`config.mk`:
```
export PLATFORM = sky130hd
export DESIGN_NAME = alu_mc
export DESIGN_NICKNAME = d
export VERILOG_FILES = /design/src/rtl/alu_mc.sv
export SDC_FILE = /design/constraint.sdc
export NUM_CORES = 1
export LEC_CHECK = 0
export CORE_MARGIN = 8
export CORE_UTILIZATION = 63
export CTS_CLUSTER_DIAMETER = 80
export DETAILED_ROUTE_END_ITERATION = 7
export DONT_BUFFER_PORTS = 1
export HOLD_SLACK_MARGIN = 0.08
export PLACE_DENSITY_LB_ADDON = 0.3
export SLEW_MARGIN = 15
export SYNTH_ARGS = -nofsm -noshare
export SYNTH_HDL_FRONTEND = slang
export SYNTH_SLANG_ARGS = --single-unit
```
`constraint.sdc`:
```
create_clock -name clk_i -period 4.6 [get_ports clk_i]
set_input_delay 0.46 -clock clk_i [delete_from_list [all_inputs] [get_ports clk_i]]
set_output_delay 0.46 -clock clk_i [all_outputs]
set_load 0.02 [all_outputs]
```
`src/rtl/alu_mc.sv`:
```
// ---------------------------------------------------------------------------
// alu_mc -- multi-cycle execute-stage ALU.
//
// ADD, SUB, AND and OR finish in one cycle. MUL runs on an iterative
// shift-add engine for WIDTH cycles, and busy_o stalls the pipeline while it
// runs. The result and zero flag are registered for the EX/MEM boundary.
//
// Ports
//   clk_i      rising-edge clock
//   rst_i      asynchronous, active-low reset
//   start_i    operation request, qualified with ALUCtrl_i and both operands
//   flush_i    aborts any in-flight operation; wins over start_i
//   ALUCtrl_i  000 ADD, 001 SUB, 010 AND, 011 OR, 100 MUL, 101-111 -> 0
//   data1_i    operand A
//   data2_i    operand B
//   data_o     registered result; holds its value between results
//   zero_o     registered (data_o == 0)
//   valid_o    one-cycle pulse marking a new result
//   busy_o     combinational stall request to the hazard unit
// ---------------------------------------------------------------------------
module alu_mc #(
  parameter int WIDTH = 32
) (
  input  logic             clk_i,
  input  logic             rst_i,
  input  logic             start_i,
  input  logic             flush_i,
  input  logic [2:0]       ALUCtrl_i,
  input  logic [WIDTH-1:0] data1_i,
  input  logic [WIDTH-1:0] data2_i,
  output logic [WIDTH-1:0] data_o,
  output logic             zero_o,
  output logic             valid_o,
  output logic             busy_o
);

  localparam int CW = $clog2(WIDTH + 1);

  localparam logic [2:0] OP_ADD = 3'b000;
  localparam logic [2:0] OP_SUB = 3'b001;
  localparam logic [2:0] OP_AND = 3'b010;
  localparam logic [2:0] OP_OR  = 3'b011;
  localparam logic [2:0] OP_MUL = 3'b100;

  typedef enum logic {IDLE, RUN} state_t;

  state_t           state_q;
  logic [WIDTH-1:0] mcand_q;   // multiplicand, shifted left each iteration
  logic [WIDTH-1:0] mplier_q;  // multiplier, shifted right each iteration
  logic [WIDTH-1:0] acc_q;     // partial product
  logic [CW-1:0]    cnt_q;     // completed iterations
  logic [WIDTH-1:0] data_q;
  logic             zero_q;
  logic             valid_q;

  logic [WIDTH-1:0] alu_d;     // single-cycle result
  logic [WIDTH-1:0] acc_d;     // partial product after this iteration
  logic             last_iter;

  // NOTE: every signal assigned in always_comb gets a default first, so no
  // path through the case leaves it unassigned and no latch is inferred.
  always_comb begin
    alu_d = '0;
    case (ALUCtrl_i)
      OP_ADD:  alu_d = data1_i + data2_i;
      OP_SUB:  alu_d = data1_i - data2_i;
      OP_AND:  alu_d = data1_i & data2_i;
      OP_OR:   alu_d = data1_i | data2_i;
      default: alu_d = '0;  // undefined codes produce 0; MUL never uses alu_d
    endcase
  end

  // Low WIDTH bits of the product are the same for signed and unsigned
  // operands, so the engine is purely unsigned and wraps modulo 2^WIDTH.
  assign acc_d     = acc_q + (mplier_q[0] ? mcand_q : '0);
  assign last_iter = (cnt_q == CW'(WIDTH - 1));

  // NOTE: sequential state uses non-blocking assignments so every register
  // samples the pre-edge values regardless of statement order.
  always_ff @(posedge clk_i or negedge rst_i) begin
    if (!rst_i) begin
      state_q  <= IDLE;
      mcand_q  <= '0;
      mplier_q <= '0;
      acc_q    <= '0;
      cnt_q    <= '0;
      data_q   <= '0;
      zero_q   <= 1'b1;
      valid_q  <= 1'b0;
    end else begin
      valid_q <= 1'b0;
      if (flush_i) begin
        // Drop the in-flight MUL and any same-cycle request; keep data/zero.
        state_q <= IDLE;
      end else begin
        case (state_q)
          IDLE: begin
            if (start_i) begin
              if (ALUCtrl_i == OP_MUL) begin
                mcand_q  <= data1_i;
                mplier_q <= data2_i;
                acc_q    <= '0;
                cnt_q    <= '0;
                state_q  <= RUN;
              end else begin
                data_q  <= alu_d;
                zero_q  <= (alu_d == '0);
                valid_q <= 1'b1;
              end
            end
          end
          RUN: begin
            // start_i is ignored here; upstream holds while busy_o is high.
            acc_q    <= acc_d;
            mcand_q  <= mcand_q << 1;
            mplier_q <= mplier_q >> 1;
            cnt_q    <= cnt_q + 1'b1;
            if (last_iter) begin
              data_q  <= acc_d;
              zero_q  <= (acc_d == '0);
              valid_q <= 1'b1;
              state_q <= IDLE;
            end
          end
          default: state_q <= IDLE;
        endcase
      end
    end
  end

  // Stall is raised in the MUL acceptance cycle itself so the upstream stage
  // holds from the very first cycle; it drops in the cycle valid_o rises.
  assign busy_o = (state_q == RUN) ||
                  ((state_q == IDLE) && start_i && (ALUCtrl_i == OP_MUL) && !flush_i);

  assign data_o  = data_q;
  assign zero_o  = zero_q;
  assign valid_o = valid_q;

endmodule

```
[Yosys cells after proc, flatten, opt, wreduce, memory -nomap -nowiden]
Index checks and enable logic that the tools add are counted.
Operators by class
  muxes and demuxes: 32
  equality and inequality tests: 9
  reduce and logical (&&, ||, !) cells: 10
  add/sub/neg operators: 4
  bitwise gates (word level): 4
Operators with widths (count)
  2-to-1 mux 32 bit: 10
  one-hot mux 32 bit (2 select lines): 4
  one-hot mux 32 bit (4 select lines): 1
  adder 32 bit: 2
  zero test 32 bit: 2
  AND 32 bit: 1
  OR 32 bit: 1
  subtractor 32 bit: 1
  2-to-1 mux 6 bit: 2
  one-hot mux 6 bit (2 select lines): 1
  2-to-1 mux 1 bit: 11
  adder 6 x 1 -> 6 bit (second input constant): 1
  == test 3 x 2 -> 1 bit (second input constant): 2
  == test 6 x 5 -> 1 bit (second input constant): 1
  != test 2 bit (second input constant): 3
  one-hot mux 1 bit (2 select lines): 3
  AND reduction 4 bit: 1
  == test 3 x 1 -> 1 bit (second input constant): 1
  == test 3 bit (second input constant): 1
  logical AND 1 bit: 3
  zero test 3 bit: 1
  AND reduction 3 bit: 1
  != test 2 x 1 -> 1 bit (second input constant): 1
  inverter 1 bit: 2
  2 further kinds: 2
Storage, ports and cells
  bits of input ports: 71
  output and inout port bits: 35
  flip-flop bits (word level): 137
  logic and storage cells: 67

[Longest topological paths before layout]
Gate-level depths: netlist of run 1.
  word-level depth: 6
  mapped depth: 23
  depth with buffers taken out: 22

[Least setup slack after synthesis of run 1]
No wires, ideal clock.
  path kind: in2reg
  start point: in ALUCtrl_i[0]
  end point: reg zero_q (netlist: zero_o)
  data required time: 4.528 ns
  buffers on the path: 7
  cell stages on the path: 22
  setup slack: -0.494 ns
  setup time: 0.072 ns
  arrival time: 5.022 ns
  cells stage by stage: clkbuf_1 clkbuf_1 clkbuf_1 clkbuf_1 clkbuf_1 nand2_1 clkbuf_1 nand2_1 xor2_1 ha_1 buf_2 a21oi_1 o21ai_1 or4b_1 a2111oi_4 or2_1 o21ai_1 xor2_1 and3b_1 nor4_1 a22oi_1 o21ai_1
On the way
  word-level cells in the longest chain between the ends: 6
  elaborated cells on any way between the ends: 12
  those cells by class: 5 x eq/ne; 4 x mux; 3 x reduce/logical
RTL lines
  start, declared: RTL line 28  | input logic [2:0] ALUCtrl_i,
  == test 3 x 2 -> 1 bit (tied with other cells): RTL line 64  | case (ALUCtrl_i)
  one-hot mux 32 bit (4 select lines): RTL line 64
  zero test 32 bit: RTL line 107  | zero_q <= (alu_d == '0);
  2-to-1 mux 1 bit: RTL line 99  | if (ALUCtrl_i == OP_MUL) begin
  2-to-1 mux 1 bit: RTL line 98  | if (start_i) begin
  one-hot mux 1 bit (2 select lines): RTL line 96  | case (state_q)
  end signal, assigned: RTL line 107
  end signal, assigned: RTL line 120  | zero_q <= (acc_d == '0);
  end, declared: RTL line 53  | logic zero_q;
Several ways; a longest one is shown, not always the timed one. The select of a mux whose other input is x is not followed.
A chain may end at the register's enable or synchronous reset.

[Worst setup path after layout of run 1]
  start point: in data2_i[0]
  end point: reg zero_q (netlist: zero_o)
On the way
  word-level cells in the longest chain between the ends: 6
  elaborated cells on any way between the ends: 9
  those cells by class: 2 x add/sub; 4 x mux; 2 x bitwise; 1 x reduce/logical
RTL lines
  start, declared: RTL line 30  | input logic [WIDTH-1:0] data2_i,
  subtractor 32 bit (tied with other cells): RTL line 66  | OP_SUB: alu_d = data1_i - data2_i;
  one-hot mux 32 bit (4 select lines) (*): RTL line 64
  zero test 32 bit (*): RTL line 107
  2-to-1 mux 1 bit (*): RTL line 99
  2-to-1 mux 1 bit (*): RTL line 98
  one-hot mux 1 bit (2 select lines) (*): RTL line 96
Every way passes the cells marked *; elsewhere a longest branch is shown, timed or not. The select of a mux whose other input is x is not followed.

==> metrics.md, run 1 <==
| Metric | Value |
|---|---|
| Run status | `completed` |
| FMAX | `230.7 MHz` |
| Vias in the first global route | `between 9000 and 10000` |
| DIE WIDTH | `~150 um` |
| Drt first-iter violations | `1041` |
| Synth area leader | `dfrtp_1` |
| Slew Limit Headroom | `41.00%` |
| Detail-routed net length per standard cell | `about 21 um` |
| Yosys top cell area share | `29.77%` |
| EDFF count, synth | `0` |
| Leakage power | `5.518 nW` |
| WS Path Type | `input port to flop` |
| Max-Cap Viols | `0` |
| Nets | `1542` |
| Final period util | `between 90% and 100%` |
| Syn Nets | `about 1500` |
| Min Tclk post-route | `~4.3 ns` |
| Final Non-Filler Cells | `around 1600` |
| Worst setup EP type | `flop` |
| Gpl congestion | `approximately 0.96` |
| Vias post-DR | `10603` |
| Data required, critical path | `between 4 and 5 ns` |
| H-tree depth | `4` |
| Full die area | `around 0.023 mm2` |
| Drt drc | `0` |
| Mux cell area share after synthesis | `under 10%` |
| I/O Buffers | `0` |
| IO Pins | `around 110` |
| Max Slew Vio Count | `0` |
| Height of the die | `roughly 150 um` |
| DRT Pass-1 Iters | `5` |
| Routed vias/inst | `around 6.4` |
| Final hold violations | `0` |
| Async SR Flop Fraction | `100.0%` |
| Maximum vdd drop | `0.2739 mV` |
| Synth Area in Compound Gates | `24.40%` |
| Post-Syn Instances | `1405` |
| Ratio of cells with drive above 1 in the final layout | `9.534%` |
| Initial antenna violation count | `1` |
| Post-layout util | `70.23%` |
| Synth Cell Area | `0.01143 mm2` |
| Synth Flop Type | `dfrtp_1` |
| Clock Latency Late Sink | `0.44 ns` |
| Fill cells | `approximately 1400` |
| Setup TNS | `0 ns` |
| Cell area power density | `346.1 mW/mm2` |
| Worst setup SP type | `input port` |
| Total track usage | `30.62%` |
| Number of distinct library cells after synthesis | `80` |
| DPL Wire Length | `26270 um` |
| Num CTS Buffers | `17` |
| Clk buf depth | `2` |
| Syn_area_per_cell | `8.138 um2` |
| Root Driver | `clkbuf_16` |
| Simple-Gate Fraction of Synth Area | `between 10% and 20%` |
| Clk sinks | `137` |
| Max Clock Skew | `about 0.011 ns` |
| Clock transition at path regs | `0.07 ns` |
| Post-DRT Antenna Nets | `0` |
| Worst slew pin tran | `0.8849 ns` |
| #FFs+latches synth | `137` |
| Starting Density | `63.87%` |
| Global-route wire length before repair | `around 54000 um` |
| Worst Path Max Fanout | `5` |
| GRT overflow | `0` |
| CTS tree | `done` |
| Core ar. | `0.01790 mm2` |
| Sequential fraction of the synthesis area | `30.00%` |
| Routed WL | `about 34000 um` |
| Total of warnings raised by yosys | `0` |
| Top cells by area, synth | `dfrtp_1 30%, ha_1 7.2%, nand2_1 6.7%` |
| Worst Path Arrival | `4.70 ns` |
| XOR/XNOR Fraction of Synth Area | `6.117%` |
| Hold/Removal Path Class | `input port to flop` |
| P&R area growth vs syn | `9.959%` |
| Setup-failing EPs final | `0` |
| Placement Rows | `between 40 and 50` |
| Placed cells | `1610` |
| Largest family of logic cells by synthesized area | `compound AO/OA/AOI/OAI gates` |
| Largest net degree at the start of global routing | `roughly 140` |
| Adder-Cell Fraction of Synth Area | `9.324%` |
## power by group
part           internal, mW  total, mW  switching [mW]  leakage (nW)
registers              1.42       1.66           0.233          1.77
logic                 0.542       1.28           0.742          3.45
clock network         0.777       1.41           0.635         0.293
## layout make-up
| cell class | instances | area, um2 | area share [%] |
|---|---|---|---|
| Antenna cell | 1 | 2.502 | 0.01990 |
| Sequential cell | 137 | 3433 | 27.31 |
| Timing Repair Buffer | 67 | 538.0 | 4.279 |
| Multi-Input combinational cell | 1149 | 7594 | 60.40 |
| Inverter | 31 | 116.4 | 0.9256 |
| Clock inverter | 15 | 176.4 | 1.403 |
| Tap cell | 229 | 286.5 | 2.279 |
| Clock buffer | 17 | 425.4 | 3.384 |
## worst paths after layout
kind	from	endpoint	slack, ns	cells after the start
max	data2_i[0]	zero_o	0.27	22
min	flush_i	cnt_q[0]	0.1	1
max reg2reg	mplier_q[0]	zero_o	0.50	14
min reg2reg	mplier_q[7]	mplier_q[7]	0.48	2
max in group asynchronous	rst_i	state_q	3.40	2
min in group asynchronous	rst_i	mplier_q[27]	0.66	2
## cells by family (layout without fill, tap and decap cells)
kind of cell / Yosys count / in the layout
AO/OA/AOI/OAI: 443 / 443
XOR/XNOR: 79 / 79
adder cells (fa/ha/maj): 88 / 88
buffers and inverters: 119 / 130
flip-flops: 137 / 137
multiplexers: 77 / 77
other: 0 / 1
AND/OR/NAND/NOR: 462 / 462
## metal layers
metal	track usage, %	wire length, um	up-vias
li1	-	-	5097
met1	42.90	15570	5015
met2	45.47	14930	433
met3	7.845	3093	56
met4	9.451	881	2
met5	0	13	-
## sequential cells by signal, indices dropped and copies added (netlist names)
register  flops
acc_q        32
data_o       32
mcand_q      32
mplier_q     32
cnt_q         6
state_q       1
valid_o       1
zero_o        1
## worst max-delay path, stage by stage
cell and delay [ns]:
inv_1 0.06, ha_1 0.20, nand2b_1 0.09, nand2b_1 0.15, or2_2 0.29, nor4_1 0.18
buf_4 0.16, nand2b_1 0.09, o21ai_1 0.16, xor2_1 0.08, ha_1 0.30, nand4_1 0.13
nor3_1 0.23, o21ai_1 0.15, a211o_1 0.38, a21oi_1 0.35, or4_1 0.17, a21oi_1 0.06
or4_1 0.53, nor4bb_2 0.20, a22oi_1 0.17, o21ai_1 0.10
## synthesized netlist by cell type (4+ instances only)
cell type	n
a21oi_1	81
mux2_2	8
nand3_1	20
inv_1	30
and3b_1	4
buf_1	14
a211o_1	5
nand4_1	14
nand2b_1	13
and3_1	12
dfrtp_1	136
buf_2	7
maj3_1	20
nor4_1	11
a21o_1	30
a211oi_1	9
nor2b_1	5
or3_1	10
o21a_1	9
a22oi_1	6
ha_1	66
a31o_1	4
a22o_1	8
clkbuf_1	67
xnor2_1	43
o211ai_1	15
a21boi_0	6
xor2_1	35
o21bai_1	6
or4_1	9
o2111ai_1	6
nand2_1	204
nor3_1	25
o21ai_0	135
a31oi_1	29
o31ai_1	10
mux2i_1	69
and2_1	35
o21ai_1	42
or2_2	5
nor2_1	76
## repair_timing
action,in CTS,in global routing
gates resized for setup,0,5
hold endpoints to repair,137,0
setup endpoints to repair,0,3
hold buffers,2,0
buffers inserted,0,1
## cell usage in the layout (no fill, tap or decap), types with 8 or more instances in the layout
cell       instances
nand2_1          204
o21ai_0          135
dfrtp_1          135
a21oi_1           81
nor2_1            76
mux2i_1           69
ha_1              66
buf_4             64
xnor2_1           43
o21ai_1           41
and2_1            35
xor2_1            35
inv_1             30
a21o_1            30
a31oi_1           29
nor3_1            25
nand3_1           20
maj3_1            20
clkbuf_16         17
o211ai_1          15
nand4_1           14
nand2b_1          13
and3_1            12
nor4_1            11
or3_1             10
o31ai_1           10
o21a_1             9
a211oi_1           9
or4_1              9
mux2_2             8
a22o_1             8
## through the flow
stage	power, mW	setup slack, ns	instance area, um2	hold WS [ns]
after floorplan	2.546	-0.08826	11440	0.1644
after global placement	2.863	-0.02726	11900	0.1678
after detailed placement	2.893	-0.1925	11900	0.1673
after CTS	4.337	0.2100	12530	0.08218
after global routing	4.571	-0.05451	12570	0.09845
final	4.352	0.2655	12570	0.09869
(Power assumes the default switching activity.)
==> inputs of run 2 (changes only) <==
--- a/config.mk
+++ b/config.mk
@@ -12,6 +12,7 @@
 export DONT_BUFFER_PORTS = 1
 export HOLD_SLACK_MARGIN = 0.08
 export PLACE_DENSITY_LB_ADDON = 0.3
+export SKIP_CTS_REPAIR_TIMING = 1
 export SLEW_MARGIN = 15
 export SYNTH_ARGS = -nofsm -noshare
 export SYNTH_HDL_FRONTEND = slang
==> run 2 against run 1 <==
  * Combinational power hardly changed
  * Global-route usage hardly changed
  * Sequential share of layout area hardly changed
  * Die area stayed put
  * Non-clock buffer count stayed put
  * Largest power group unchanged
  * Design area hardly changed
  * Final cell count hardly changed
  * Highest routed layer unchanged
  * Sequential power hardly changed
==> metrics.md, run 2 (same netlist as run 1, synthesis figures left out) <==
| Metric | Value |
|---|---|
| DIE WIDTH | `150.7 um (unchanged)` |
| Post-DRT Antenna Nets | `0 (unchanged)` |
| Antenna diodes | `0 (-1)` |
| Routed WL | `34520 um (about the same)` |
| CP peak stage delay | `0.53 ns (about the same)` |
| Clk sinks | `137 (unchanged)` |
| Buffers plus inverters on the worst setup path | `2 (unchanged)` |
| Drt drc | `0 (unchanged)` |
| Hold/Removal Path Class | `input port to flop` |
| Worst setup SP type | `input port` |
| Commonest non-fill, non-tap cell in the layout | `nand2_1` |
| Starting Density | `63.87% (unchanged)` |
| Tot Pwr | `4.350 mW (about the same)` |
| GRT overflow | `0 (unchanged)` |
| Placed cells | `1610 (unchanged)` |
| CTS tree | `done` |
| Slowest CP cell | `or4_1` |
| Worst path top cell family by delay | `simple AND/OR/NAND/NOR gates` |
| Run status | `completed` |
| Nets | `1542 (unchanged)` |
| Maximum vdd drop | `0.2716 mV (-0.85%)` |
| Vias in the first global route | `9945 (+0.010%)` |
| Worst setup EP type | `flop` |
| P&R area growth vs syn | `9.937% (about the same)` |
| Worst path cell trace | `inv_1 > ha_1 > nand2b_1 > nand2b_1 > or2_2 > nor4_1 > buf_4 > nand2b_1 > o21ai_1 > xor2_1 > ha_1 > nand4_1 > nor3_1 > o21ai_1 > a211o_1 > a21oi_1 > or4_1 > a21oi_1 > or4_1 > nor4bb_2 > a22oi_1 > o21ai_1` |
| Drt first-iter violations | `1063 (+2.1%)` |
| Max Slew Vio Count | `0 (unchanged)` |
| Detail-routed net length per standard cell | `20.98 um (+0.14%)` |
| Post-route setup slack | `0.1857 ns (-0.07980 ns)` |
| Leakage power | `5.518 nW (unchanged)` |
| Final hold violations | `0 (unchanged)` |
| Initial antenna violation count | `1 (unchanged)` |
| Setup-failing EPs final | `0 (unchanged)` |
| Placement Rows | `49 (unchanged)` |
| Max Clock Skew | `0.01047 ns (-0.00006620 ns)` |
| Slew Limit Headroom | `40.70% (-0.30 points)` |
| Post-layout util | `70.21% (about the same)` |
| DRT Pass-1 Iters | `5 (unchanged)` |
| H-tree depth | `4 (unchanged)` |
| Core ar. | `0.01790 mm2 (unchanged)` |
| Vias post-DR | `10612 (+0.085%)` |
| Clock transition at path regs | `0.07 ns (about the same)` |
| Full die area | `0.02272 mm2 (unchanged)` |
| Worst slew pin tran | `0.8895 ns (+0.004558 ns)` |
| Most frequent cells in the layout | `204 x nand2_1, 135 x o21ai_0, 135 x dfrtp_1` |
| Ratio of cells with drive above 1 in the final layout | `9.534% (unchanged)` |
| Fin area | `0.01257 mm2 (about the same)` |
| Pre-CTS WS | `-0.1925 ns (unchanged)` |
| I/O Buffers | `0 (unchanged)` |
| DPL Wire Length | `26270 um (unchanged)` |
| WS Path Type | `input port to flop` |
| Worst Path Arrival | `4.78 ns (+0.08 ns)` |
| Global-route wire length before repair | `54240 um (-0.12%)` |
| Min Tclk post-route | `4.414 ns (+0.07980 ns)` |
| Gpl congestion | `0.9576 (unchanged)` |
| Worst Path Max Fanout | `5 (unchanged)` |
| Height of the die | `150.7 um (unchanged)` |
| Num CTS Buffers | `17 (unchanged)` |
| Clk buf depth | `2 (unchanged)` |
| Final period util | `95.96% (+1.7 points)` |
| Max-Cap Viols | `0 (unchanged)` |
| Data required, critical path | `4.96 ns (about the same)` |
| Cell area power density | `346.1 mW/mm2 (about the same)` |
| IO Pins | `106 (unchanged)` |
| Clock Latency Late Sink | `0.43 ns (about the same)` |
| Routed vias/inst | `6.451 (+0.15%)` |
| FMAX | `226.5 MHz (-1.8%)` |
| DP Area | `0.01190 mm2 (unchanged)` |
| Largest net degree at the start of global routing | `138 (unchanged)` |
| Root Driver | `clkbuf_16` |
| Total track usage | `30.60% (about the same)` |
| Final Non-Filler Cells | `1645 (-0.061%)` |
run 2: final cells by class:
cell class                 instances  area, um2
clock buffer                      17      425.4
clock inverter                    15      176.4
fill                            1448       5333
inverter                          31      116.4
multi-input combinational       1149       7594
sequential                       137       3433
tap                              229      286.5
timing repair buffer              67      538.0
run 2: power breakdown:
part / internal, mW / switching (mW) / leakage (nW)
Combinational: 0.542 / 0.740 / 3.45
Clock: 0.778 / 0.636 / 0.293
Sequential: 1.42 / 0.232 / 1.77
run 2: final timing paths:
path,startpoint,to,slack (ns),cells after the start
setup / recovery,data2_i[0],zero_o,0.19,22
max in group asynchronous,rst_i,state_q,3.38,2
hold / removal,flush_i,cnt_q[0],0.10,1
setup reg to reg,mplier_q[0],zero_o,0.47,14
min in group asynchronous,rst_i,mplier_q[30],0.66,2
hold reg to reg,mplier_q[7],mplier_q[7],0.48,2
run 2: metrics by stage:
| stage | setup TNS [ns] | hold slack, ns |
|---|---|---|
| floorplan | -0.08826 | 0.1644 |
| global placement | -0.06852 | 0.1678 |
| detailed placement | -0.4333 | 0.1673 |
| CTS | 0 | -0.2998 |
| global route | -0.07114 | 0.09845 |
| finish | 0 | 0.1001 |
run 2: layer usage:
metal  track usage [%]  wire length [um]  up-vias  part of all wire (%)
met5                 0                13        -                 0.038
met4             9.055               856        2                   2.5
met3             7.815              3214       56                   9.3
met2             45.56             15020      459                    44
met1             42.93             15410     4992                    45
li1                  -                 -     5103                     -
